===== config.mk =====
export PLATFORM = sky130hd
export DESIGN_NAME = pipe_skid_stage_flat
export DESIGN_NICKNAME = d
export VERILOG_FILES = /design/src/rtl/pipe_skid_stage_pkg.sv /design/src/rtl/pipe_skid_stage_if.sv /design/src/rtl/pipe_skid_stage_sat_counter.sv /design/src/rtl/pipe_skid_stage.sv /design/src/flat_wrapper.sv
export SDC_FILE = /design/constraint.sdc
export NUM_CORES = 1
export LEC_CHECK = 0
export BUFFER_PORTS_ARGS = -buffer_cell sky130_fd_sc_hd__buf_4
export CELL_PAD_IN_SITES_DETAIL_PLACEMENT = 1
export CELL_PAD_IN_SITES_GLOBAL_PLACEMENT = 1
export CORE_AREA = 2 2 160 162
export DETAILED_ROUTE_END_ITERATION = 8
export DIE_AREA = 0 0 162 164
export MAX_ROUTING_LAYER = met4
export PLACE_DENSITY = 0.8
export SLEW_MARGIN = 5
export SYNTH_ARGS = -nofsm -noshare
export SYNTH_HDL_FRONTEND = slang
export SYNTH_SLANG_ARGS = --single-unit

===== constraint.sdc =====
create_clock -name clk -period 13 [get_ports clk]
set_clock_uncertainty 0.15 [all_clocks]
set_input_delay 1.95 -clock clk [delete_from_list [all_inputs] [get_ports clk]]
set_output_delay 1.95 -clock clk [all_outputs]
set_load 0.02 [all_outputs]

===== src/rtl/pipe_skid_stage_pkg.sv =====
// Shared pipeline definitions: stage state encoding, payload channel indices
// and the BUBBLE payload builder used by every pipeline stage register.
package pipe_skid_stage_pkg;

    localparam int unsigned MAX_PAYLOAD_W = 32'd512;

    typedef logic [1:0] state_t;

    localparam state_t ST_EMPTY = 2'd0;
    localparam state_t ST_ONE   = 2'd1;
    localparam state_t ST_TWO   = 2'd2;

    localparam int unsigned CH_INSTR = 32'd0;
    localparam int unsigned CH_ALU   = 32'd1;
    localparam int unsigned CH_DM    = 32'd2;
    localparam int unsigned CH_RT    = 32'd3;
    localparam int unsigned CH_PC    = 32'd4;
    localparam int unsigned CH_HILO  = 32'd5;

    // All channels zero except the PC channel, which carries reset_pc.
    function automatic logic [MAX_PAYLOAD_W-1:0] bubble_payload(
        input int unsigned data_w,
        input int unsigned num_ch,
        input int unsigned pc_ch,
        input logic [31:0] reset_pc
    );
        logic [MAX_PAYLOAD_W-1:0] b;
        b = '0;
        for (int unsigned i = 32'd0; i < MAX_PAYLOAD_W; i++) begin
            if ((i < data_w * num_ch) && ((i / data_w) == pc_ch) && ((i % data_w) < 32'd32)) begin
                b[i] = reset_pc[5'(i % data_w)];
            end else begin
                b[i] = 1'b0;
            end
        end
        return b;
    endfunction

endpackage


===== src/rtl/pipe_skid_stage_if.sv =====
// Handshake bundle between an upstream producer, a pipe_skid_stage and its
// downstream consumer; master drives the stage, slave is the stage itself.
interface pipe_skid_stage_if #(
    parameter int unsigned DATA_W = 32,
    parameter int unsigned NUM_CH = 6,
    parameter int unsigned CNT_W  = 16
);
    localparam int unsigned PAYLOAD_W = DATA_W * NUM_CH;

    logic                 in_valid;
    logic                 in_ready;
    logic [PAYLOAD_W-1:0] in_data;
    logic                 flush;
    logic                 out_valid;
    logic                 out_ready;
    logic [PAYLOAD_W-1:0] out_data;
    logic [1:0]           occupancy;
    logic [CNT_W-1:0]     stall_cnt;

    modport master (
        output in_valid, in_data, flush, out_ready,
        input  in_ready, out_valid, out_data, occupancy, stall_cnt
    );

    modport slave (
        input  in_valid, in_data, flush, out_ready,
        output in_ready, out_valid, out_data, occupancy, stall_cnt
    );

endinterface


===== src/rtl/pipe_skid_stage_sat_counter.sv =====
// Saturating up-counter with enable; sticks at all-ones, cleared only by reset.
module sat_counter #(
    parameter int unsigned CNT_W = 16
) (
    input  logic             clk,
    input  logic             reset,
    input  logic             en_i,
    output logic [CNT_W-1:0] cnt_o
);

    logic [CNT_W-1:0] cnt_q;
    logic [CNT_W-1:0] cnt_d;

    // Next count: increment when enabled unless already saturated.
    always_comb begin
        cnt_d = cnt_q;
        if (en_i && (cnt_q != {CNT_W{1'b1}})) begin
            cnt_d = cnt_q + CNT_W'(1);
        end else begin
            cnt_d = cnt_q;
        end
    end

    // Count register.
    always_ff @(posedge clk or posedge reset) begin
        if (reset) begin
            cnt_q <= '0;
        end else begin
            cnt_q <= cnt_d;
        end
    end

    assign cnt_o = cnt_q;

endmodule


===== src/rtl/pipe_skid_stage.sv =====
// Pipeline stage register with valid/ready handshake, flush and stall counter.
// Define PIPE_SKID_EN for the registered-ready two-entry skid variant.
module pipe_skid_stage
    import pipe_skid_stage_pkg::*;
#(
    parameter int unsigned DATA_W   = 32,
    parameter int unsigned NUM_CH   = 6,
    parameter int unsigned PC_CH    = 4,
    parameter logic [31:0] RESET_PC = 32'h0000_3000,
    parameter int unsigned CNT_W    = 16
) (
    input logic              clk,
    input logic              reset,
    pipe_skid_stage_if.slave bus
);

    localparam int unsigned PAYLOAD_W = DATA_W * NUM_CH;
    localparam logic [PAYLOAD_W-1:0] BUBBLE =
        PAYLOAD_W'(bubble_payload(DATA_W, NUM_CH, PC_CH, RESET_PC));

    state_t               state_q;
    state_t               state_d;
    logic [PAYLOAD_W-1:0] main_q;
    logic [PAYLOAD_W-1:0] main_d;
    logic                 out_valid_s;
    logic                 in_ready_s;
    logic                 accept_s;
    logic                 drain_s;
    logic                 stall_en_s;
    logic [CNT_W-1:0]     stall_cnt_s;

    assign out_valid_s = (state_q != ST_EMPTY);
    assign accept_s    = bus.in_valid && in_ready_s;
    assign drain_s     = out_valid_s && bus.out_ready;
    assign stall_en_s  = out_valid_s && !bus.out_ready;

`ifdef PIPE_SKID_EN
    logic [PAYLOAD_W-1:0] skid_q;
    logic [PAYLOAD_W-1:0] skid_d;
    logic                 in_ready_q;
    logic                 in_ready_d;

    // Ready comes straight from a flop so it never depends on out_ready.
    assign in_ready_s = in_ready_q;

    // Next-state logic for the EMPTY/ONE/TWO occupancy machine.
    always_comb begin
        state_d    = state_q;
        main_d     = main_q;
        skid_d     = skid_q;
        in_ready_d = in_ready_q;
        if (bus.flush) begin
            state_d = ST_EMPTY;
            main_d  = BUBBLE;
            skid_d  = BUBBLE;
        end else begin
            case (state_q)
                ST_EMPTY: begin
                    if (accept_s) begin
                        state_d = ST_ONE;
                        main_d  = bus.in_data;
                    end else begin
                        state_d = ST_EMPTY;
                    end
                end
                ST_ONE: begin
                    if (accept_s && drain_s) begin
                        main_d = bus.in_data;
                    end else if (accept_s) begin
                        state_d = ST_TWO;
                        skid_d  = bus.in_data;
                    end else if (drain_s) begin
                        state_d = ST_EMPTY;
                        main_d  = BUBBLE;
                    end else begin
                        state_d = ST_ONE;
                    end
                end
                ST_TWO: begin
                    if (drain_s) begin
                        state_d = ST_ONE;
                        main_d  = skid_q;
                        skid_d  = BUBBLE;
                    end else begin
                        state_d = ST_TWO;
                    end
                end
                default: begin
                    state_d = ST_EMPTY;
                    main_d  = BUBBLE;
                    skid_d  = BUBBLE;
                end
            endcase
        end
        in_ready_d = (state_d != ST_TWO);
    end

    // Skid entry and registered ready.
    always_ff @(posedge clk or posedge reset) begin
        if (reset) begin
            skid_q     <= BUBBLE;
            in_ready_q <= 1'b1;
        end else begin
            skid_q     <= skid_d;
            in_ready_q <= in_ready_d;
        end
    end
`else
    // Without a skid entry the stage can only take data when main frees up.
    assign in_ready_s = !out_valid_s || bus.out_ready;

    // Next-state logic for the EMPTY/ONE single-register machine.
    always_comb begin
        state_d = state_q;
        main_d  = main_q;
        if (bus.flush) begin
            state_d = ST_EMPTY;
            main_d  = BUBBLE;
        end else begin
            case (state_q)
                ST_EMPTY: begin
                    if (accept_s) begin
                        state_d = ST_ONE;
                        main_d  = bus.in_data;
                    end else begin
                        state_d = ST_EMPTY;
                    end
                end
                ST_ONE: begin
                    if (accept_s) begin
                        main_d = bus.in_data;
                    end else if (drain_s) begin
                        state_d = ST_EMPTY;
                        main_d  = BUBBLE;
                    end else begin
                        state_d = ST_ONE;
                    end
                end
                default: begin
                    state_d = ST_EMPTY;
                    main_d  = BUBBLE;
                end
            endcase
        end
    end
`endif

    // Occupancy state and the main output register.
    always_ff @(posedge clk or posedge reset) begin
        if (reset) begin
            state_q <= ST_EMPTY;
            main_q  <= BUBBLE;
        end else begin
            state_q <= state_d;
            main_q  <= main_d;
        end
    end

    sat_counter #(
        .CNT_W (CNT_W)
    ) u_stall_cnt (
        .clk   (clk),
        .reset (reset),
        .en_i  (stall_en_s),
        .cnt_o (stall_cnt_s)
    );

    // State encoding doubles as the entry count.
    assign bus.occupancy = state_q;
    assign bus.out_valid = out_valid_s;
    assign bus.out_data  = main_q;
    assign bus.in_ready  = in_ready_s;
    assign bus.stall_cnt = stall_cnt_s;

endmodule


===== src/flat_wrapper.sv =====
// flat-port wrapper written by rule: the top's interface ports become plain ports
module pipe_skid_stage_flat import pipe_skid_stage_pkg::*;
#(
    parameter int unsigned DATA_W   = 32,
    parameter int unsigned NUM_CH   = 6,
    parameter int unsigned PC_CH    = 4,
    parameter logic [31:0] RESET_PC = 32'h0000_3000,
    parameter int unsigned CNT_W    = 16
)
  (clk, reset, bus_in_valid, bus_in_data, bus_flush, bus_out_ready, bus_in_ready, bus_out_valid, bus_out_data, bus_occupancy, bus_stall_cnt);
  pipe_skid_stage_if #(.DATA_W(DATA_W), .NUM_CH(NUM_CH), .CNT_W(CNT_W)) bus_i ();
  input logic clk;
  input logic reset;
  input wire logic [$bits(bus_i.in_valid)-1:0] bus_in_valid;
  input wire logic [$bits(bus_i.in_data)-1:0] bus_in_data;
  input wire logic [$bits(bus_i.flush)-1:0] bus_flush;
  input wire logic [$bits(bus_i.out_ready)-1:0] bus_out_ready;
  output wire logic [$bits(bus_i.in_ready)-1:0] bus_in_ready;
  output wire logic [$bits(bus_i.out_valid)-1:0] bus_out_valid;
  output wire logic [$bits(bus_i.out_data)-1:0] bus_out_data;
  output wire logic [$bits(bus_i.occupancy)-1:0] bus_occupancy;
  output wire logic [$bits(bus_i.stall_cnt)-1:0] bus_stall_cnt;
  assign bus_i.in_valid = bus_in_valid;
  assign bus_i.in_data = bus_in_data;
  assign bus_i.flush = bus_flush;
  assign bus_i.out_ready = bus_out_ready;
  assign bus_in_ready = bus_i.in_ready;
  assign bus_out_valid = bus_i.out_valid;
  assign bus_out_data = bus_i.out_data;
  assign bus_occupancy = bus_i.occupancy;
  assign bus_stall_cnt = bus_i.stall_cnt;
  pipe_skid_stage #(.DATA_W(DATA_W), .NUM_CH(NUM_CH), .PC_CH(PC_CH), .RESET_PC(RESET_PC), .CNT_W(CNT_W)) u_core (.clk(clk), .reset(reset), .bus(bus_i));
endmodule

Word-level counts from Yosys, hierarchy flattened
Index checks and enable logic that the tools add are counted.
{"block": "word_totals", "register_bits": 210, "input_bits": 197, "wordCells": 29}
{"block": "op_classes", "add_sub_neg": 1, "n_eq_ne": 5, "mux": 10, "reduce_logical": 10}
{"op": "$mux W192", "n": 4}
{"op": "$pmux W192 S2", "n": 1}
{"op": "$add A16 B1 Y16 const B", "n": 1}
{"op": "$ne A16 B16 Y1 const B", "n": 1}
{"op": "$logic_and A1 B1 Y1", "n": 4}
{"op": "$mux W2", "n": 2}
{"op": "$ne A4 B2 Y1 const B", "n": 1}
{"op": "$pmux W2 S2", "n": 1}
{"op": "$ne A3 B2 Y1 const B", "n": 1}
{"op": "$ne A3 B3 Y1 const B", "n": 1}
{"op": "$eq A2 B1 Y1 const B", "n": 1}
{"op": "$logic_not A1 Y1", "n": 2}
{"op": "$logic_not A2 Y1", "n": 1}
{"op": "$mux W1", "n": 2}
{"op": "$reduce_and A2 Y1", "n": 1}
{"op": "$reduce_bool A2 Y1", "n": 1}
{"op": "$logic_or A1 B1 Y1", "n": 1}

Depth between registers and ports, before layout
{"block": "logic_depth", "ltp_word": 7, "mapped_depth": 6}

Cells and area by module
Synthesis repeated with hierarchy kept, for this count alone.
{"block": "unflattened", "hier_cells": 1075, "hier_area_um2": 12275.5}
{"mod": "pipe_skid_stage", "n_inst": 1, "cells_per_inst": 1004, "area_per_inst_um2": 11469.8, "seq_area_each_um2": 4832.1}
{"mod": "sat_counter", "n_inst": 1, "cells_per_inst": 71, "area_per_inst_um2": 805.8, "seq_area_each_um2": 400.4}

Worst setup path before layout
Ideal clock, no wire load.
{"block": "synth_timing", "path_kind": "input-to-output", "startpoint": "input bus_out_ready", "endpoint": "output bus_in_ready", "arrival_ps": 2337, "path_slack_ps": 8563, "stages": 2, "n_path_buf": 0, "path_cell_list": "and2b_1 inv_2"}
{"block": "synth_via", "elab_chain_len": 1}
{"item": "start, declared", "line_no": "flat_wrapper.sv:17", "source": "input wire logic [$bits(bus_i.out_ready)-1:0] bus_out_ready;"}
{"item": "$logic_or A1 B1 Y1", "line_no": "pipe_skid_stage.sv:110", "source": "assign in_ready_s = !out_valid_s || bus.out_ready;"}
{"item": "end, declared", "line_no": "flat_wrapper.sv:18", "source": "output wire logic [$bits(bus_i.in_ready)-1:0] bus_in_ready;"}
Every way passes these cells.

Final worst setup path
{"block": "layout_timing", "startpoint": "input bus_out_ready", "endpoint": "register u_core.main_q[152] (netlist: u_core.bus.out_data[152])"}
{"block": "layout_via", "elab_chain_len": 5, "word_cells_on_any_way": 9}
{"item": "$logic_or A1 B1 Y1", "line_no": "pipe_skid_stage.sv:110"}
{"item": "$logic_and A1 B1 Y1", "line_no": "pipe_skid_stage.sv:33", "source": "assign accept_s = bus.in_valid && in_ready_s;"}
{"item": "$mux W192", "line_no": "pipe_skid_stage.sv:130", "source": "if (accept_s) begin"}
{"item": "$pmux W192 S2", "line_no": "pipe_skid_stage.sv:120", "source": "case (state_q)"}
{"item": "$mux W192", "line_no": "pipe_skid_stage.sv:116", "source": "if (bus.flush) begin"}
{"item": "end signal, assigned", "line_no": "pipe_skid_stage.sv:155", "source": "main_q <= main_d;"}
{"item": "end, declared", "line_no": "pipe_skid_stage.sv:23", "source": "logic [PAYLOAD_W-1:0] main_q;"}
Several ways; a longest one is shown, not always the timed one.
A chain may end at the register's enable or synchronous reset.

==> metrics.md <==
| Metric | Value |
|---|---|
| Setup Buffers After CTS | 0 |
| Routability cong. | 0.795 |
| Required @ worst endpoint | 13.28 ns |
| Footprint of the multi-input gates | 0.00213 sq mm |
| Core area | 0.0248 sq mm |
| RSZ-0062 raised after global routing | false |
| Final setup margin | 8.11 ns |
| Area Growth Syn to Fin | 55.1% |
| Lkg Pwr | 6.13 nW |
| Post-CTS resize count | 0 |
| Post-DR vias/cell | 4.94 |
| Worst skew pair latency | 0.50 ns |
| Clock share of power | 41.6% |
| Post-DRT Antenna Nets | 0 |
| Avg WL per Cell | 20.5 um |
| Rel. slew slack | 25.1% |
| Reg power frac | 43.0% |
| Hold-fix buffers, CTS | 0 |
| Syn Inst Count | 513 |
| Final setup vio count | 0 |
| Logic pwr share | 15.4% |
| Async S/R FF share, synth | 100% |
| Achievable Freq | 204 MHz |
| Detailed-route via count | 6195 |
| FP Rows | 58 |
| Clk sinks | 209 |
| Hold Crit Class | reg2reg |
| Worst Setup Start Kind | primary input |
| Clock Tree Root | clkbuf_16 |
| Setup CP Type | in2reg |
| Vias in the first global route | 6659 |
| Worst-Margin Slew | 1.12 ns |
| Status | finished, final reports clean |
| DRC viols | 0 |
| Tot GR Track Use | 19.0% |
| Max-cap violation count | 0 |
| Final Instance Count excl. Fillers | 1254 |
| Initial DRC Count | 392 |
| Worst Setup End Kind | register |
| Die Height | 164 um |
| Antenna violations before repair | 0 |
| Fin crit share | 37.6% |
| Top cells by count, synth | dfrtp_1, a22o_1, clkbuf_1 |
| IO buf count | 407 |
| Sw Share | 26.6% |
| Seq cells post-synth | 209 |
| Post-Syn Nets | 711 |
| H-tree lvl count | 1 |
| Seq/Total Area, Yosys | 69.2% |
| Tmin final | 4.89 ns |
| Global-route wire length before repair | 38.8 mm |
| Psw | 450 uW |
| Count leader, synth | dfrtp_1 |
| Clk buf depth | 3 |
| Pre-CTS WS | 7.61 ns |
| Netlist cell types | 41 |
| Placed insts | 1210 |
| Syn Area/Cell | 14.7 sq um |
| Starting density of the core | 30.4% |
| Critical path data arrival time | 5.18 ns |
| Seq. cell area | 0.00523 sq mm |
| Max VDD drop | 77.9 uV |
| Post-Route Setup TNS | 0 ns |
| Synth area leader | dfrtp_1 |
| Pins over their slew limit | 0 |
| Hpwl dp | 18.0 mm |
| DR pass1 iterations | 4 |
| CTS tree | yes |
| Fin nets | 1104 |
| Number of inserted diodes | 0 |
| Yosys warning count | 0 |
| Top cell type's share of synthesized area | 68.5% |
| Final WL | 25.7 mm |
| P_int | 1.24 mW |
| Global route overflow | 0 |
| Clock transition at path regs | 0.06 ns |
| Largest net degree at the start of global routing | 134 |
| Crit Path Max Fanout | 98 |
| Share of cells above drive strength 1 | 50.5% |
| Area of the mapped netlist | 0.00756 sq mm |
| Die W | 162 um |
| Number of flops mapped to enable cells by yosys | 0 |
| Synth top area cells | dfrtp_1, a22o_1, clkbuf_1, xnor2_1, buf_2 |
| Top-level port count | 409 |
| Synth Flop Type | dfrtp_1 |
| CTS Buf Count | 24 |
| # fillers | 2658 |
| Tot Pwr | 1.69 mW |
| Final hold violation count | 0 |
| Die area | 0.0266 sq mm |
| Pwr Density | 144 mW/mm^2 |
| Worst hold margin | 0.354 ns |
[flip-flops by register name (all words and copies together), names as in the netlist]
name and flops:
u_core.u_stall_cnt.cnt_o 16, u_core.bus.occupancy 1, u_core.bus.out_data 192
[worst paths after layout]
path / startpoint / endpoint / slack [ns] / cells past startpoint
min in group asynchronous: reset / u_core.bus.out_data[110] / 1.46 / 2
worst max-delay path: bus_out_ready / u_core.bus.out_data[152] / 8.11 / 7
worst max register to register: u_core.bus.occupancy[0] / u_core.bus.out_data[152] / 9.29 / 6
worst min register to register: u_core.bus.out_data[29] / u_core.bus.out_data[29] / 0.35 / 1
max in group asynchronous: reset / u_core.bus.out_data[112] / 9.54 / 3
worst min-delay path: u_core.bus.out_data[29] / u_core.bus.out_data[29] / 0.35 / 1
[power groups by stage]
stage                     Combinational [mW]  Sequential (mW)  Clock, mW
after floorplan                       0.0732            0.783          0
after global placement                 0.257            0.736          0
after detailed placement               0.265            0.738          0
after CTS                              0.265            0.727      0.725
after global routing                   0.279            0.733      0.748
final                                  0.261            0.728      0.703
[through the flow]
stage                     utilization, %  cell area (sq um)
after floorplan                        -               7560
after global placement              43.8              10900
after detailed placement            43.8              10900
after CTS                           47.2              11700
after global routing                47.2              11700
final                               47.2              11700
[logic make-up after synthesis]
logic type | synth area share [%]
AO/OA/AOI/OAI | 22.7
adder cells (fa/ha/maj) | 0.166
AND/OR/NAND/NOR | 3.44
buffers and inverters | 2.75
XOR/XNOR | 1.27
multiplexers | 0.348
other | 0.0496
flip-flops | 69.2
[area by class of cell]
type / count / area share, %
timing repair buffer: 412 / 26.4
inverter: 2 / 0.128
clock inverter: 11 / 1.02
clock buffer: 33 / 6.11
tap: 330 / 3.52
sequential: 209 / 44.7
multi-input combinational: 257 / 18.2
[critical path, stage by stage]
cell     delay [ns]
buf_4          0.11
and2b_1        0.33
nor2_1         0.14
nor2_4         0.67
buf_4          0.64
buf_4          0.90
a22o_1         0.29
[placed cells by master (no fill, tap or decap), types with 2 or more instances in the layout]
cell	instances
inv_6	2
dfrtp_1	207
dfstp_2	2
nor3_1	2
clkbuf_1	2
clkbuf_16	25
o22a_1	2
clkinv_2	4
clkinvlp_4	3
nand4_1	5
and3_1	2
clkbuf_8	6
xor2_1	2
bufinv_16	2
nor2_1	6
a22o_1	190
nand3b_1	3
xnor2_1	9
o21ai_0	2
nand2_1	6
buf_4	412
nand3_1	7
[routing by layer]
layer | vias to the layer above | track usage [%] | routed length [um]
li1 | 2752 | - | -
met1 | 3133 | 23.0 | 10200
met2 | 269 | 31.6 | 12800
met3 | 41 | 4.67 | 2040
met4 | 0 | 5.43 | 633
met5 | - | - | 0
Power figures use the tool's default switching activity.
